$ cat config.mk
export PLATFORM = sky130hd
export DESIGN_NAME = urukul_spi_master_flat
export DESIGN_NICKNAME = d
export VERILOG_FILES = /design/src/rtl/urukul_spi_master_if.sv /design/src/rtl/urukul_spi_master.sv /design/src/flat_wrapper.sv
export SDC_FILE = /design/constraint.sdc
export NUM_CORES = 1
export LEC_CHECK = 0
export ABC_AREA = 1
export BUFFER_PORTS_ARGS = -buffer_cell sky130_fd_sc_hd__buf_2
export CORE_MARGIN = 5
export CORE_UTILIZATION = 62
export CTS_CLUSTER_DIAMETER = 120
export CTS_CLUSTER_SIZE = 10
export DETAILED_ROUTE_END_ITERATION = 8
export PLACE_DENSITY = 0.95
export REMOVE_ABC_BUFFERS = 1
export SYNTH_ARGS = -nofsm -noshare
export SYNTH_HDL_FRONTEND = slang
export SYNTH_SLANG_ARGS = --single-unit
export TNS_END_PERCENT = 20
$ cat constraint.sdc
create_clock -name sys_clk -period 4.65 [get_ports sys_clk]
set_clock_uncertainty 0.2 [all_clocks]
set_input_delay 0.465 -clock sys_clk [delete_from_list [all_inputs] [get_ports sys_clk]]
set_output_delay 0.465 -clock sys_clk [all_outputs]
set_load 0.02 [all_outputs]
$ cat src/rtl/urukul_spi_master_if.sv
// Command/response stream between the host logic and the Urukul SPI initiator.
// The initiator takes the slave modport; whatever issues commands takes master.
interface urukul_spi_master_if #(
  parameter int DATA_W = 32,
  parameter int DIV_W  = 8
);
  logic              cmd_valid;
  logic              cmd_ready;
  logic [DATA_W-1:0] cmd_data;
  logic [5:0]        cmd_len;
  logic [2:0]        cmd_cs;
  logic [DIV_W-1:0]  cmd_div;
  logic              cmd_end;
  logic              rsp_valid;
  logic [DATA_W-1:0] rsp_data;

  modport master (
    output cmd_valid, cmd_data, cmd_len, cmd_cs, cmd_div, cmd_end,
    input  cmd_ready, rsp_valid, rsp_data
  );

  modport slave (
    input  cmd_valid, cmd_data, cmd_len, cmd_cs, cmd_div, cmd_end,
    output cmd_ready, rsp_valid, rsp_data
  );
endinterface

$ cat src/rtl/urukul_spi_master.sv
// SPI initiator for the Urukul EEM bus: sck idles low, MOSI launched on the
// falling side, MISO sampled at the end of each high phase, MSB first.
module urukul_spi_master #(
  parameter int DATA_W = 32,
  parameter int DIV_W  = 8
) (
  input  logic               sys_clk,
  input  logic               sys_rst_n,
  urukul_spi_master_if.slave bus,
  output logic               busy,
  output logic               spi_sck,
  output logic               spi_mosi,
  output logic [2:0]         spi_cs,
  input  logic               spi_miso
);
  localparam int LEN_W = $clog2(DATA_W + 1);

  typedef enum logic [2:0] {
    S_IDLE, S_SETUP, S_HIGH, S_LOW, S_HOLD, S_WAIT, S_GAP
  } state_t;

  state_t            state_q, state_d;
  logic [DIV_W-1:0]  cnt_q, cnt_d, div_q, div_d;
  logic [LEN_W-1:0]  bits_q, bits_d, len_clamped;
  logic [DATA_W-1:0] tx_q, tx_d, rx_q, rx_d, rsp_data_q, rsp_data_d;
  logic [2:0]        cs_q, cs_d, cs_lat_q, cs_lat_d;
  logic              end_q, end_d, pend_q, pend_d;
  logic              sck_q, sck_d, mosi_q, mosi_d, rsp_valid_q, rsp_valid_d;
  logic              accept, phase_done;

  assign accept     = bus.cmd_valid & bus.cmd_ready;
  assign phase_done = (cnt_q == '0);

  always_comb begin
    if (bus.cmd_len == '0 || int'(bus.cmd_len) > DATA_W) len_clamped = LEN_W'(DATA_W);
    else                                                  len_clamped = LEN_W'(bus.cmd_len);
  end

  // NOTE: every output of this block gets a default first, so no path can
  // leave a signal unassigned and infer a latch.
  always_comb begin
    state_d     = state_q;
    cnt_d       = phase_done ? cnt_q : cnt_q - DIV_W'(1);
    div_d       = div_q;
    bits_d      = bits_q;
    tx_d        = tx_q;
    rx_d        = rx_q;
    cs_d        = cs_q;
    cs_lat_d    = cs_lat_q;
    end_d       = end_q;
    pend_d      = pend_q;
    sck_d       = sck_q;
    mosi_d      = mosi_q;
    rsp_valid_d = 1'b0;
    rsp_data_d  = rsp_data_q;

    // Accepted fields are captured once; the bus may change freely afterwards.
    if (accept) begin
      div_d    = bus.cmd_div;
      cnt_d    = bus.cmd_div;
      end_d    = bus.cmd_end;
      cs_lat_d = bus.cmd_cs;
      tx_d     = bus.cmd_data;
      bits_d   = len_clamped;
      rx_d     = '0;
    end

    unique case (state_q)
      S_IDLE: if (accept) begin
        state_d = S_SETUP;
        cs_d    = bus.cmd_cs;
        mosi_d  = bus.cmd_data[DATA_W-1];
      end
      S_SETUP, S_LOW: if (phase_done) begin
        state_d = S_HIGH;
        sck_d   = 1'b1;
        cnt_d   = div_q;
      end
      S_HIGH: if (phase_done) begin
        rx_d  = {rx_q[DATA_W-2:0], spi_miso};
        sck_d = 1'b0;
        cnt_d = div_q;
        if (bits_q > LEN_W'(1)) begin
          state_d = S_LOW;
          bits_d  = bits_q - LEN_W'(1);
          tx_d    = {tx_q[DATA_W-2:0], 1'b0};
          mosi_d  = tx_q[DATA_W-2];
        end else begin
          state_d = S_HOLD;
        end
      end
      S_HOLD: if (phase_done) begin
        rsp_valid_d = 1'b1;
        rsp_data_d  = rx_q;
        cnt_d       = div_q;
        if (end_q) begin
          state_d = S_GAP;
          cs_d    = 3'd0;
          mosi_d  = 1'b0;
          pend_d  = 1'b0;
        end else begin
          state_d = S_WAIT;
        end
      end
      S_WAIT: if (accept) begin
        if (bus.cmd_cs == cs_q) begin
          state_d = S_SETUP;
          mosi_d  = bus.cmd_data[DATA_W-1];
        end else begin
          // A new target needs cs released for one half-period first.
          state_d = S_GAP;
          cs_d    = 3'd0;
          mosi_d  = 1'b0;
          pend_d  = 1'b1;
        end
      end
      S_GAP: if (phase_done) begin
        if (pend_q) begin
          state_d = S_SETUP;
          cs_d    = cs_lat_q;
          mosi_d  = tx_q[DATA_W-1];
          cnt_d   = div_q;
          pend_d  = 1'b0;
        end else begin
          state_d = S_IDLE;
        end
      end
      default: state_d = S_IDLE;
    endcase
  end

  // NOTE: sequential state uses non-blocking assignments so every register
  // samples the pre-edge values regardless of statement order.
  always_ff @(posedge sys_clk or negedge sys_rst_n) begin
    if (!sys_rst_n) begin
      state_q     <= S_IDLE;
      cnt_q       <= '0;
      div_q       <= '0;
      bits_q      <= '0;
      tx_q        <= '0;
      rx_q        <= '0;
      cs_q        <= 3'd0;
      cs_lat_q    <= 3'd0;
      end_q       <= 1'b0;
      pend_q      <= 1'b0;
      sck_q       <= 1'b0;
      mosi_q      <= 1'b0;
      rsp_valid_q <= 1'b0;
      rsp_data_q  <= '0;
    end else begin
      state_q     <= state_d;
      cnt_q       <= cnt_d;
      div_q       <= div_d;
      bits_q      <= bits_d;
      tx_q        <= tx_d;
      rx_q        <= rx_d;
      cs_q        <= cs_d;
      cs_lat_q    <= cs_lat_d;
      end_q       <= end_d;
      pend_q      <= pend_d;
      sck_q       <= sck_d;
      mosi_q      <= mosi_d;
      rsp_valid_q <= rsp_valid_d;
      rsp_data_q  <= rsp_data_d;
    end
  end

  assign bus.cmd_ready = (state_q == S_IDLE) || (state_q == S_WAIT);
  assign bus.rsp_valid = rsp_valid_q;
  assign bus.rsp_data  = rsp_data_q;
  assign busy          = (state_q != S_IDLE);
  assign spi_sck       = sck_q;
  assign spi_mosi      = mosi_q;
  assign spi_cs        = cs_q;
endmodule

$ cat src/flat_wrapper.sv
// flat-port wrapper written by rule: the top's interface ports become plain ports
module urukul_spi_master_flat 
#(
  parameter int DATA_W = 32,
  parameter int DIV_W  = 8
)
  (sys_clk, sys_rst_n, busy, spi_sck, spi_mosi, spi_cs, spi_miso, bus_cmd_valid, bus_cmd_data, bus_cmd_len, bus_cmd_cs, bus_cmd_div, bus_cmd_end, bus_cmd_ready, bus_rsp_valid, bus_rsp_data);
  urukul_spi_master_if #(.DATA_W(DATA_W), .DIV_W(DIV_W)) bus_i ();
  input  logic sys_clk;
  input  logic sys_rst_n;
  output logic busy;
  output logic spi_sck;
  output logic spi_mosi;
  output logic [2:0] spi_cs;
  input  logic spi_miso;
  input wire logic [$bits(bus_i.cmd_valid)-1:0] bus_cmd_valid;
  input wire logic [$bits(bus_i.cmd_data)-1:0] bus_cmd_data;
  input wire logic [$bits(bus_i.cmd_len)-1:0] bus_cmd_len;
  input wire logic [$bits(bus_i.cmd_cs)-1:0] bus_cmd_cs;
  input wire logic [$bits(bus_i.cmd_div)-1:0] bus_cmd_div;
  input wire logic [$bits(bus_i.cmd_end)-1:0] bus_cmd_end;
  output wire logic [$bits(bus_i.cmd_ready)-1:0] bus_cmd_ready;
  output wire logic [$bits(bus_i.rsp_valid)-1:0] bus_rsp_valid;
  output wire logic [$bits(bus_i.rsp_data)-1:0] bus_rsp_data;
  assign bus_i.cmd_valid = bus_cmd_valid;
  assign bus_i.cmd_data = bus_cmd_data;
  assign bus_i.cmd_len = bus_cmd_len;
  assign bus_i.cmd_cs = bus_cmd_cs;
  assign bus_i.cmd_div = bus_cmd_div;
  assign bus_i.cmd_end = bus_cmd_end;
  assign bus_cmd_ready = bus_i.cmd_ready;
  assign bus_rsp_valid = bus_i.rsp_valid;
  assign bus_rsp_data = bus_i.rsp_data;
  urukul_spi_master #(.DATA_W(DATA_W), .DIV_W(DIV_W)) u_core (.sys_clk(sys_clk), .sys_rst_n(sys_rst_n), .bus(bus_i), .busy(busy), .spi_sck(spi_sck), .spi_mosi(spi_mosi), .spi_cs(spi_cs), .spi_miso(spi_miso));
endmodule
Yosys cells after proc, flatten, opt, wreduce, memory -nomap -nowiden. Cells that the tools add are included.

Word-level logic and storage cells: 109. Bits in registers: 132.

Order comparisons: 2. Equal/unequal tests: 17. Reductions and logical operators: 18. Multiplexer cells: 55. Bitwise operators: 1. Add/sub/neg operators: 2.

Operators by type and width (count): 32-bit 2-to-1 mux (7); 3-bit 2-to-1 mux (15); 8-bit 2-to-1 mux (5); 6-bit 2-to-1 mux (5); 2-bit by 1-bit inequality test with 1-bit output, second input constant (9); 3-bit one-hot mux with 6 select lines (1); 1-bit 2-to-1 mux (16); 8-bit one-hot mux with 2 select lines (1); 3-bit one-hot mux with 4 select lines (1); 6-bit AND reduction (2); 3-bit equality test, second input constant (3); 9-bit AND reduction (1); 8-bit zero test (1); 8-bit AND reduction (1); 8-bit by 1-bit subtractor with 8-bit output, second input constant (1); 3-bit by 2-bit equality test with 1-bit output, second input constant (2); 6-bit by 1-bit greater-than comparator with 1-bit output, second input constant (1); 6-bit greater-than comparator, second input constant (1); 6-bit zero test (1); 3-bit nonzero test (2); 6-bit by 1-bit subtractor with 6-bit output, second input constant (1); 1-bit one-hot mux with 5 select lines (1); 5-bit nonzero test (1); 4-bit nonzero test (1); other kinds (14) (15).

Depth between registers and ports, before layout. Gate-level depths: netlist of run 1.

Depth after elaboration: 7. Mapped depth: 11.

Least setup slack after synthesis of run 1. OpenSTA, ideal clock, no wires.

Path type: register to register. From: reg u_core.cnt_q[0]. To: reg u_core.cnt_q[2]. Slack: 2.789 ns. Setup time: 0.124 ns. Data required time: 4.326 ns. Arrival: 1.538 ns. Cell stages (with the launch flop): 10. Cells stage by stage: dfrtp_1 > inv_1 > ha_1 > nand2_2 > nor2_4 > buf_4 > buf_2 > a31oi_1 > nand2_1 > nand3_1.

Cells in the longest elaborated chain, start to end: 6. Elaborated cells on any way between the ends: 8. Those cells by class: 1 x add/sub; 6 x mux; 1 x reduce/logical.

RTL lines: start: declaration (RTL line urukul_spi_master.sv:23) `logic [DIV_W-1:0] cnt_q, cnt_d, div_q, div_d;`; start signal: assignment (RTL line urukul_spi_master.sv:152) `cnt_q <= cnt_d;`; 8-bit by 1-bit subtractor with 8-bit output or 8-bit zero test (tied branches) (RTL line urukul_spi_master.sv:43, urukul_spi_master.sv:32); 8-bit 2-to-1 mux (RTL line urukul_spi_master.sv:43) `cnt_d = phase_done ? cnt_q : cnt_q - DIV_W'(1);`; 8-bit 2-to-1 mux (RTL line urukul_spi_master.sv:58) `if (accept) begin`; 8-bit 2-to-1 mux (RTL line urukul_spi_master.sv:118) `if (pend_q) begin`; 8-bit 2-to-1 mux (RTL line urukul_spi_master.sv:117) `S_GAP: if (phase_done) begin`; 8-bit one-hot mux with 2 select lines * (RTL line urukul_spi_master.sv:68) `unique case (state_q)`; named net u_core.cnt_d[2] (RTL line urukul_spi_master.sv:23).

The timed path passes the listed nets; every way through them passes the cells marked *. A chain may end at the register's enable or synchronous reset.

Final worst setup path of run 1.
From: reg u_core.cnt_q[0]. To: reg u_core.rx_q[12].

Cells in the longest elaborated chain, start to end: 3.

RTL lines: 8-bit zero test (RTL line urukul_spi_master.sv:32) `assign phase_done = (cnt_q == '0);`; 32-bit 2-to-1 mux (RTL line urukul_spi_master.sv:79) `S_HIGH: if (phase_done) begin`; 32-bit 2-to-1 mux (RTL line urukul_spi_master.sv:68); named net u_core.rx_d[12] (RTL line urukul_spi_master.sv:25) `logic [DATA_W-1:0] tx_q, tx_d, rx_q, rx_d, rsp_data_q, rsp_data_d;`; end signal: assignment (RTL line urukul_spi_master.sv:156) `rx_q <= rx_d;`; end: declaration (RTL line urukul_spi_master.sv:25).

The timed path passes the listed nets, and every way through them passes these cells.

==> run_results.csv, run 1 <==
group,metric,value,unit
status,outcome,"complete, no violations",
floorplanning,io_pins,94,
power,power_leakage,3.99,nW
routing,wl,15400,um
placement,place_congestion,0.950,
synth,synthTopCellsByCount,"nand2_1 (212), dfrtp_1 (132), nand3_1 (104)",
synth,yosysMostFrequentCell,"nand2_1",
clocking,ctsRootBufferMaster,"clkbuf_8",
timing,fin_crit,2.96,ns
global_routing,grt_pass1_vias,5605,
timing,slew_viol_final,0,
floorplanning,die_y,112,um
power,power_density,621,nW/um2
floorplanning,fp.dieW,112,um
synth,synth_edf_count,0,
clocking,cts_sinks,132,
timing,relSlewSlack,0.336,
synth,synth_area_leaders,"dfrtp_1 (51%), nand2_1 (12%), nand3_1 (8.1%)",
synth,synth_flop_cell,"dfrtp_1",
routing,first_pass_iters,5,
power,ir_drop,0.353,mV
routing,postRouteAntennaNets,0,
timing,fin_crit_sh,0.636,
synth,synth_area,6450,um2
clocking,worstSkewPairLatency,0.53,ns
routing,vias,5769,
synth,synth_seq_area_share,0.512,
global_routing,met2_usage,0.410,
floorplanning,start_util,0.630,
worst_setup_path,cp-start-kind,"flip-flop",
synth,syn_inst,804,
timing,finalSetupViolCount,0,
worst_setup_path,arrival,3.11,ns
synth,netlist.area_leader.share,0.512,
synth,synth_top_area_cell,"dfrtp_1",
global_routing,grt_util_all_layers,0.252,
placement,io_buffers,93,
routing,viasPerCell,5.55,
timing,hold_violations,0,
routing,drc,0,
clocking,cts_resized,0,
clocking,numCtsBuffers,17,
global_routing,overflow,0,
timing,finalHoldWorstSlack,0.0162,ns
placement,dp_hpwl,9240,um
layout,drive_gt1_frac,0.171,
clocking,clkTransAtPathRegs,0.06,ns
synth,avgSynthCellArea,8.02,um2
timing,fmax,338,MHz
global_routing,antenna_found_initial,1,
layout,fin_cells,1039,
floorplanning,rows,37,
layout,final_core_util,0.740,
worst_setup_path,cp-end-kind,"flip-flop",
run,maxCapViolations,0,
routing,routedWlPerCell,14.9,um
routing,first_iter_violations,537,
layout,fin_nets,946,
global_routing,grt_pass1_wl,25900,um
floorplanning,dieArea,12500,um2
synth,yosysWarnings,0,
global_routing,grt.busiest_layer,"met2",
timing,setup_tns,0,ns
synth,yosysUniqueCellTypes,28,
worst_setup_path,path_class,"reg -> reg",
synth,ys_ff_latch,132,
timing,grt_setup_unrepaired,"false",
floorplanning,core,10200,um2
worst_setup_path,cp.required,4.81,ns
clocking,cts_tree,"yes",
timing,max_slew.worst_pin.slew,0.992,ns
clocking,cts_max_level,4,
worst_setup_path,crit_fanout,64,
worst_hold_path,worstHoldPathType,"in -> reg",
clocking,clockBufferDepth,2,
synth,ys_async_sr_fraction,1.00,
global_routing,grt_util_met1,0.315,
global_routing,grt_max_degree,75,
layout,syn_to_final_growth,17.4,%
global_routing,use_met3,0.0636,
placement,dp_cells,999,
## metal layers
metal | vias to the layer above | routed length, um
li1 | 2750 | -
met1 | 2717 | 6280
met2 | 246 | 7510
met3 | 56 | 1090
met4 | 0 | 563
met5 | - | 0
## cells in the final DEF (no fill, tap or decap), drive strengths merged, types with 4 or more instances in the layout
| master | instances |
|---|---|
| nand2 | 219 |
| dfrtp | 132 |
| o21ai | 127 |
| inv | 111 |
| nand3 | 107 |
| buf | 97 |
| nor2 | 33 |
| clkbuf | 17 |
| a21oi | 14 |
| dlygate4sd3 | 7 |
| xor2 | 5 |
| a31oi | 5 |
| nand4 | 5 |
| clkinvlp | 4 |
| bufinv | 4 |
| clkinv | 4 |
## final timing paths
check	start	endpoint	slack, ns	cells past startpoint
hold / removal	bus_cmd_cs[0]	u_core.cs_lat_q[0]	0.02	3
hold reg to reg	u_core.bus.rsp_data[31]	u_core.bus.rsp_data[31]	0.27	2
max in group asynchronous	sys_rst_n	u_core.cnt_q[3]	2.89	3
setup reg to reg	u_core.cnt_q[0]	u_core.rx_q[12]	1.69	7
min in group asynchronous	sys_rst_n	u_core.bus.rsp_data[15]	0.38	2
setup / recovery	u_core.cnt_q[0]	u_core.rx_q[12]	1.69	7
## power breakdown
part,switching [mW],internal (mW)
clock,0.523,0.874
combinational,1.11,0.556
sequential,0.199,1.44
## repair_timing
item / CTS / global route
hold buffers: 7 / 0
buffers inserted: 0 / 0
setup endpoints to repair: 0 / 0
endpoints found under the hold margin: 73 / 0
## cells by family after synthesis
family	count (synthesis)	share of synthesized area
compound gates	149	0.118
xor+xnor	8	0.0109
fa+ha+maj	3	0.00582
buf+inv	146	0.0998
flops	132	0.512
simple gates	366	0.253
## critical path, cell delays in order (launching register included)
cell and delay, ns:
dfrtp_1 0.38, inv_1 0.13, ha_1 0.28, nand2_2 0.11, nor2_4 0.47, nand2_2 0.71, nand3_1 0.33, o21ai_0 0.15
## final cells by class
| class | count | area [um2] |
|---|---|---|
| clock inverters | 15 | 203 |
| fillers | 715 | 2670 |
| repair buffers | 104 | 568 |
| clock buffers | 17 | 414 |
| multi-input cells | 526 | 2500 |
| well taps | 136 | 170 |
| diodes | 1 | 2.50 |
| inverters | 108 | 405 |
| flip-flops and latches | 132 | 3300 |
## through the flow
stage          setup WS (ns)  cell area (um2)  power [mW]
2_1_floorplan           1.89             6210        2.83
3_3_place_gp            1.97             6880        3.17
3_5_place_dp            1.83             6880        3.24
4_1_cts                 1.75             7560        4.69
5_1_grt                 1.47             7570        5.03
6_report                1.69             7570        4.70
## state kept, by name, indices dropped and copies added (netlist names)
name                  count
u_core.bus.rsp_data      32
u_core.rx_q              32
u_core.tx_q              32
u_core.cnt_q              8
u_core.div_q              8
u_core.bits_q             6
u_core.cs_lat_q           3
u_core.spi_cs             3
u_core.state_q            3
u_core.bus.rsp_valid      1
u_core.end_q              1
u_core.pend_q             1
u_core.spi_mosi           1
u_core.spi_sck            1
No activity file was read; power rests on OpenSTA's default activity.
==> inputs of run 2 (changes only) <==
- CORE_UTILIZATION: 62 -> 57
- PLACE_DENSITY: 0.95 -> 0.89
- clock period: 4.65 -> 3.08 ns (I/O delays scaled with it)
==> run 2 against run 1 <==
- the flow now finishes with violations (negative hold slack)
- setup slack worse by 1.1 ns
- via count down 0.40%
- first-iteration DRC count down 2.4%
- clock-buffer cell count up 7
- die area grew 8.0%
- largest power group unchanged
==> run_results.csv, run 2 (synthesized netlist as in run 1, its figures left out) <==
group,metric,value,unit
timing,finalSetupViolCount,0,
layout,fin_nets,953,
routing,viasPerCell,5.48,
placement,dp_hpwl,9600,um
routing,first_iter_violations,524,
clocking,worstSkewPairLatency,0.41,ns
timing,finalHoldWorstSlack,-0.00785,ns
routing,vias,5746,
global_routing,grt_max_degree,75,
power,power_density,930,nW/um2
timing,slew_viol_final,0,
timing,max_slew.worst_pin.slew,0.916,ns
floorplanning,core,11000,um2
placement,post_dp_cell_area,6940,um2
routing,drc,0,
run,maxCapViolations,0,
floorplanning,fp.dieW,116,um
worst_setup_path,cp-end-kind,"flip-flop",
clocking,numCtsBuffers,17,
worst_setup_path,crit_fanout,63,
placement,place_congestion,0.937,
global_routing,overflow,0,
timing,fin_crit,2.48,ns
worst_setup_path,path_class,"reg -> reg",
floorplanning,io_pins,94,
timing,relSlewSlack,0.390,
status,violations,"negative hold slack",
clocking,cts_max_level,4,
clocking,cts_sinks,132,
floorplanning,rows,38,
global_routing,grt_pass1_wl,25900,um
layout,diodes,0,
worst_setup_path,cp-start-kind,"flip-flop",
timing,grt_setup_unrepaired,"false",
global_routing,antenna_found_initial,0,
routing,first_pass_iters,5,
layout,final_area,7640,um2
clocking,cts_tree,"yes",
global_routing,grt_util_all_layers,0.239,
power,ir_drop,0.546,mV
timing,setup_tns,0,ns
worst_hold_path,worstHoldPathType,"in -> reg",
clocking,ctsRootBufferMaster,"clkbuf_16",
placement,io_buffers,93,
routing,postRouteAntennaNets,0,
layout,final_cell_mix,"nand2_1 (212), dfrtp_1 (132), nand3_1 (104)",
floorplanning,die_y,116,um
power,power_leakage,4.03,nW
layout,drive_gt1_frac,0.169,
clocking,postCtsSetupRepairBufs,0,
routing,wl,15400,um
layout,fillCellCount,781,
worst_setup_path,arrival,2.59,ns
routing,routedWlPerCell,14.6,um
layout,final_common_cell,"nand2_1",
floorplanning,dieArea,13500,um2
layout,final_core_util,0.696,
global_routing,grt_pass1_vias,5564,
status,outcome,"complete, but fails checks",
timing,fin_crit_sh,0.804,
clocking,clockBufferDepth,2,
timing,fmax,404,MHz
worst_setup_path,cp.required,3.19,ns
layout,syn_to_final_growth,18.6,%
floorplanning,start_util,0.587,
clocking,cts_resized,0,
clocking,clkTransAtPathRegs,0.06,ns
timing,hold_violations,2,
[run 2: cell types whose count changed in the layout (fill, tap and decap cells not counted), sizes merged]
| cell | delta |
|---|---|
| clkinv | -1 |
| clkbuf | +7 |
| dlygate4sd3 | +3 |
| diode | -1 |
| clkinvlp | -2 |
| inv | -3 |
| bufinv | -1 |
| buf | +4 |
[run 2: worst max-delay path, cell delays in order, from the launching register on]
cell and delay, ns:
dfrtp_1 0.36, inv_1 0.09, ha_1 0.29, nand2_2 0.13
nor2_4 0.05, inv_2 0.21, nor2_4 0.06, inv_2 0.65
nand2_1 0.15, o21ai_0 0.14
[run 2: area by class of cell]
cell class / count / area (um2) / share of cell area
clock buffers: 24 / 482 / 0.0630
clock inverters: 8 / 124 / 0.0162
inverters: 108 / 405 / 0.0530
multi-input cells: 526 / 2500 / 0.327
flip-flops and latches: 132 / 3300 / 0.432
well taps: 140 / 175 / 0.0229
repair buffers: 111 / 653 / 0.0855
[run 2: final timing paths]
kind | cells past startpoint | slack, ns | from | end
worst max-delay path | 9 | 0.60 | u_core.cnt_q[0] | u_core.bus.rsp_data[18]
worst min-delay path | 3 | -0.008 | bus_cmd_div[4] | u_core.div_q[4]
worst max register to register | 9 | 0.60 | u_core.cnt_q[0] | u_core.bus.rsp_data[18]
worst min register to register | 2 | 0.27 | u_core.bus.rsp_data[31] | u_core.bus.rsp_data[31]
max in group asynchronous | 3 | 1.61 | sys_rst_n | u_core.cnt_q[3]
min in group asynchronous | 2 | 0.26 | sys_rst_n | u_core.rx_q[14]
[run 2: per-stage QoR]
stage,power (mW),instances,setup slack [ns]
finish,7.11,1049,0.603
global route,7.62,1049,0.414
CTS,7.09,1049,0.628
detailed placement,4.93,1007,0.700
global placement,4.83,1007,0.834
floorplan,4.28,766,0.315
[run 2: routing by layer]
metal	track usage	vias up	wire, um
met5	0	-	0
met4	0.0727	0	227
met3	0.0508	34	1020
met2	0.397	209	7790
met1	0.316	2723	6320
li1	-	2780	-
[run 2: power by group]
part	leakage, nW	internal, mW	switching [mW]	total (mW)
clock network	0.290	1.34	0.745	2.08
logic	2.00	0.862	1.68	2.55
registers	1.74	2.17	0.309	2.48
total	4.03	4.37	2.74	7.11
[run 2: what timing repair did]
item | CTS | global route
endpoints found under the setup margin | 0 | 0
endpoints found under the hold margin | 60 | 0
hold buffers | 10 | 0
